`src/rtl/keypad_scanner.sv`:
```
// keypad_scanner: 4x4 matrix keypad scanner with frame-level debounce,
// reporting one accepted key code with a single-cycle valid strobe.
module keypad_scanner #(
  parameter int SCAN_TICKS     = 100000,
  parameter int DEBOUNCE_SCANS = 4
) (
  input  logic       clk_i,
  input  logic       rst_ni,
  input  logic [3:0] col_i,
  output logic [3:0] row_o,
  output logic [3:0] key_code_o,
  output logic       key_valid_o,
  output logic       key_held_o
);
  localparam int TW = SCAN_TICKS > 1 ? $clog2(SCAN_TICKS) : 1;
  localparam logic [TW-1:0] TICK_MAX = TW'(SCAN_TICKS - 1);
  localparam logic [3:0] DEB = 4'(DEBOUNCE_SCANS);
  typedef enum logic [1:0] {IDLE, PRESS_WAIT, HELD, REL_WAIT} state_t;
  state_t        state_q;
  logic [3:0]    col_m_q, col_s_q, row_q, cand_q, cnt_q, key_code_q;
  logic [1:0]    row_sel_q;
  logic [TW-1:0] tick_q;
  logic [11:0]   frame_q;
  logic          key_valid_q, key_held_q;
  logic          sample, frame_end, single, match;
  logic [15:0]   hits;
  logic [4:0]    n_hits;
  logic [3:0]    key;
  assign row_o       = row_q;
  assign key_code_o  = key_code_q;
  assign key_valid_o = key_valid_q;
  assign key_held_o  = key_held_q;
  // Rows 0..2 live in frame_q; row 3 is classified straight from col_s on its sample cycle.
  always_comb begin
    sample    = tick_q == TICK_MAX;
    frame_end = sample && row_sel_q == 2'd3;
    hits      = {~col_s_q, frame_q};
    n_hits    = '0;
    key       = '0;
    for (int i = 0; i < 16; i++) begin
      if (hits[i]) begin
        n_hits = n_hits + 5'd1;
        key    = 4'(i);
      end
    end
    single = n_hits == 5'd1;
    match  = single && key == key_code_q;
  end
  always_ff @(posedge clk_i or negedge rst_ni) begin
    if (!rst_ni) begin
      col_m_q   <= 4'b1111;
      col_s_q   <= 4'b1111;
      tick_q    <= '0;
      row_sel_q <= '0;
      row_q     <= 4'b1110;
      frame_q   <= '0;
    end else begin
      col_m_q <= col_i;
      col_s_q <= col_m_q;
      tick_q  <= sample ? '0 : tick_q + 1'b1;
      if (sample) begin
        row_sel_q <= row_sel_q + 2'd1;
        row_q     <= {row_q[2:0], row_q[3]};
        frame_q   <= {~col_s_q, frame_q[11:4]};
      end
    end
  end
  always_ff @(posedge clk_i or negedge rst_ni) begin
    if (!rst_ni) begin
      state_q     <= IDLE;
      cand_q      <= '0;
      cnt_q       <= '0;
      key_code_q  <= '0;
      key_valid_q <= 1'b0;
      key_held_q  <= 1'b0;
    end else begin
      key_valid_q <= 1'b0;
      if (frame_end) begin
        case (state_q)
          IDLE: if (single) begin
            cand_q <= key;
            cnt_q  <= 4'd1;
            if (DEBOUNCE_SCANS == 1) begin
              key_code_q  <= key;
              key_held_q  <= 1'b1;
              key_valid_q <= 1'b1;
              state_q     <= HELD;
            end else state_q <= PRESS_WAIT;
          end
          PRESS_WAIT: if (!single) state_q <= IDLE;
          else if (key != cand_q) begin
            cand_q <= key;
            cnt_q  <= 4'd1;
          end else if (cnt_q + 4'd1 == DEB) begin
            key_code_q  <= cand_q;
            key_held_q  <= 1'b1;
            key_valid_q <= 1'b1;
            state_q     <= HELD;
          end else cnt_q <= cnt_q + 4'd1;
          HELD: if (!match) begin
            cnt_q <= 4'd1;
            if (DEBOUNCE_SCANS == 1) begin
              key_held_q <= 1'b0;
              state_q    <= IDLE;
            end else state_q <= REL_WAIT;
          end
          REL_WAIT: if (match) state_q <= HELD;
          else if (cnt_q + 4'd1 == DEB) begin
            key_held_q <= 1'b0;
            state_q    <= IDLE;
          end else cnt_q <= cnt_q + 4'd1;
          default: state_q <= IDLE;
        endcase
      end
    end
  end
endmodule

```
`config.mk`:
```
export PLATFORM = sky130hd
export DESIGN_NAME = keypad_scanner
export DESIGN_NICKNAME = d
export VERILOG_FILES = /design/src/rtl/keypad_scanner.sv
export SDC_FILE = /design/constraint.sdc
export NUM_CORES = 1
export LEC_CHECK = 0
export CAP_MARGIN = 10
export CORE_ASPECT_RATIO = 0.7
export CORE_MARGIN = 2
export CORE_UTILIZATION = 48
export DETAILED_ROUTE_END_ITERATION = 16
export PLACE_DENSITY_LB_ADDON = 0.12
export SLEW_MARGIN = 20
export SYNTH_ARGS = -nofsm -noshare
export SYNTH_HDL_FRONTEND = slang
export SYNTH_SLANG_ARGS = --single-unit
export TNS_END_PERCENT = 1
```
`constraint.sdc`:
```
create_clock -name clk_i -period 10.05 [get_ports clk_i]
set_input_delay 2.01 -clock clk_i [delete_from_list [all_inputs] [get_ports clk_i]]
set_output_delay 2.01 -clock clk_i [all_outputs]
set_load 0.01 [all_outputs]
```
==> flow_summary.ini <==
[power]
p_switching_uw = 120
power_frac_clock = 0.531
peakVddDrop_v = 0.0000959
swShare = 0.206
p_int_uw = 465
p_per_area_nw_per_um2 = 109
power_leakage_uw = 0.00237
power_frac_seq = 0.417
p_comb_frac = 0.053
power_uw = 586

[worst_setup_path]
reg2reg_setup_slack_ns = 0.54
path_max_fanout = 5
cp_data_arrival_time_ns = 9.72
crit_top_cell = ha_1
crit_slowest_cell = dfrtp_1
required_ns = 10.25
worst_path_largest_cell_delay_ns = 0.41
start_kind = flip-flop
end_kind = flip-flop
path_class = flip-flop to flip-flop

[clock_network]
cts_tree = done
cts.clk_slew.worst_paths_ns = 0.05
cts_max_path_buffers = 2
cts_sinks = 59
clockRootBuffer = clkbuf_16
hold_buffers = 0
cts_buffers = 9
htreeDepth = 3
clk_latency_ns = 0.32

[die]
die_h_um = 86.5
num_io_pins = 16
dieWidth_um = 122
die-area_um2 = 10500
num_rows = 30
core_area_um2 = 9570
start_util = 0.488

[logic_synthesis]
ys_seq_area_frac = 0.319
synthArstFlopShare = 1.00
syn-cell-area_um2 = 4670
synthFlopType = dfrtp_1
yosys_warnings = 0
synth.avg_cell_area_um2 = 8.83
synth_fp_nets = 553
synth_edf_count = 0
ys_ff_latch = 59
postSynthCellCount = 529
synth_cell_type_count = 78

[place]
pre_cts_ws_ns = -0.189
dp_hpwl_um = 7390
gp_congestion = 0.890
port_buffers = 15

[final_layout]
most-common-layout-cells = nand2_1 (82), dfrtp_1 (47), nor2_1 (33)
final_common_cell = nand2_1
diodes = 0
fillers = 888
multi_input_area_um2 = 3090
nets = 569
layout-drive-gt1-share = 0.156
regArea_um2 = 1490
area_growth_pct = 15.2

[timing]
hold_viol = 0
relSlewSlack = 0.368
slew_viol_final = 0
max_freq_ghz = 0.105
finalWorstSetupSlack_ns = 0.535
min_period_over_period = 0.947
setup_viol = 0
post-route-min-period_ns = 9.51
fin_worst_skew_ns = 0.00534
worst_pin_slew_ns = 0.945
tns_ns = 0

[global_routing]
antenna_found_initial = 0
grt_max_degree = 60
grt.total_usage = 0.205
grt_pass1_vias = 3469
grt_overflow_total = 0
grt_first_pass_wirelength_um = 17300

[routing]
first_pass_iters = 5
drt_first_iter_violations = 225
vias_per_cell = 5.63
routedWlPerCell_um = 15.1
drc_errors = 0
drtAntennaViolNets = 0
via_count = 3817
finalWirelength_um = 10200

[job]
max_cap_viol_count = 0

[worst_hold_path]
holdCritPathClass = flip-flop to flip-flop

[outcome]
status = finished, final reports clean
[critical path, delay by kind of cell, from the launching register on]
kind / cells / cell delay, ns
XOR/XNOR: 1 / 0.15
AO/OA/AOI/OAI: 13 / 1.72
AND/OR/NAND/NOR: 15 / 1.88
buffers and inverters: 4 / 0.38
flip-flops: 1 / 0.41
multiplexers: 4 / 0.82
adder cells (fa/ha/maj): 14 / 4.01
[state kept, by name (all words and copies together) (netlist names)]
name,flops
key_code_o,4
cnt_q,4
key_valid_o,1
col_s_q,4
key_held_o,1
frame_q,12
row_sel_q,2
col_m_q,4
cand_q,4
row_o,4
tick_q,17
state_q,2
[timing repair]
action	in CTS	in global routing
endpoints found under the setup margin	9	16
gates resized for setup	0	23
buffers inserted	2	8
pin swaps	2	5
[final timing paths]
kind	from	cells after the start	end
worst max-delay path	frame_q[0]$_DFFE_PN0N_	51	cnt_q[0]$_DFFE_PN0P_
worst min-delay path	col_m_q[0]$_DFF_PN1_	0	col_s_q[0]$_DFF_PN1_
worst max register to register	frame_q[0]$_DFFE_PN0N_	51	cnt_q[0]$_DFFE_PN0P_
worst min register to register	col_m_q[0]$_DFF_PN1_	0	col_s_q[0]$_DFF_PN1_
max in group asynchronous	rst_ni	2	frame_q[2]$_DFFE_PN0N_
min in group asynchronous	rst_ni	2	key_valid_o$_DFF_PN0_
[metrics by stage]
stage	instance area (µm²)	util	hold WS, ns	instances
after floorplan	4670	-	0.345	529
after global placement	4890	0.511	0.347	652
after detailed placement	4890	0.511	0.350	652
after CTS	5220	0.546	0.358	670
after global routing	5380	0.562	0.359	678
final	5380	0.562	0.356	678
[layer usage]
layer  vias up  global-route usage  share of wire
li1       1916                   -              -
met1      1819               0.329           0.53
met2        74               0.282           0.43
met3         8              0.0230          0.029
met4         0              0.0721          0.010
met5         -                   0              0
[cells in the mapped netlist (4+ instances only)]
library cell | number | share of area
a21oi_1 | 14 | 0.015
and3_1 | 6 | 0.0080
clkbuf_1 | 15 | 0.012
o21ai_0 | 30 | 0.032
dfrtp_1 | 48 | 0.26
xnor2_1 | 29 | 0.054
nor2b_1 | 9 | 0.012
o211ai_1 | 8 | 0.013
and2_1 | 10 | 0.013
nand2b_1 | 4 | 0.0054
nand3_1 | 16 | 0.017
or3_1 | 6 | 0.0080
mux2i_1 | 9 | 0.019
o21a_1 | 5 | 0.0080
mux2_2 | 8 | 0.019
nand2_1 | 85 | 0.068
a31oi_1 | 5 | 0.0067
nor2_1 | 35 | 0.028
nand4_1 | 8 | 0.011
xor2_1 | 20 | 0.038
dfstp_2 | 11 | 0.062
inv_1 | 21 | 0.017
xnor3_1 | 7 | 0.034
nor3_1 | 17 | 0.018
buf_2 | 5 | 0.0054
ha_1 | 18 | 0.048
[power groups by stage]
| stage | clock network, µW | registers [µW] | logic, µW |
|---|---|---|---|
| detailed placement | 0 | 248 | 26.5 |
| global placement | 0 | 247 | 25.8 |
| CTS | 318 | 244 | 26.7 |
| global route | 328 | 244 | 34.6 |
| floorplan | 0 | 246 | 16.7 |
| finish | 311 | 244 | 30.9 |
[kinds of logic after synthesis]
group                    Yosys count  share of synthesized area
AO/OA/AOI/OAI                    105                      0.158
XOR/XNOR                          64                      0.161
adder cells (fa/ha/maj)           19                     0.0504
buffers and inverters             44                     0.0391
flip-flops                        59                      0.319
multiplexers                      17                     0.0386
AND/OR/NAND/NOR                  221                      0.234
[final cells by class]
cell class,count,area share
Sequential cell,59,0.277
Inverter,21,0.0147
Timing Repair Buffer,28,0.0451
Tap cell,128,0.0298
Clock buffer,12,0.0495
Multi-Input combinational cell,426,0.575
Clock inverter,4,0.00884
(Power assumes the default switching activity.)
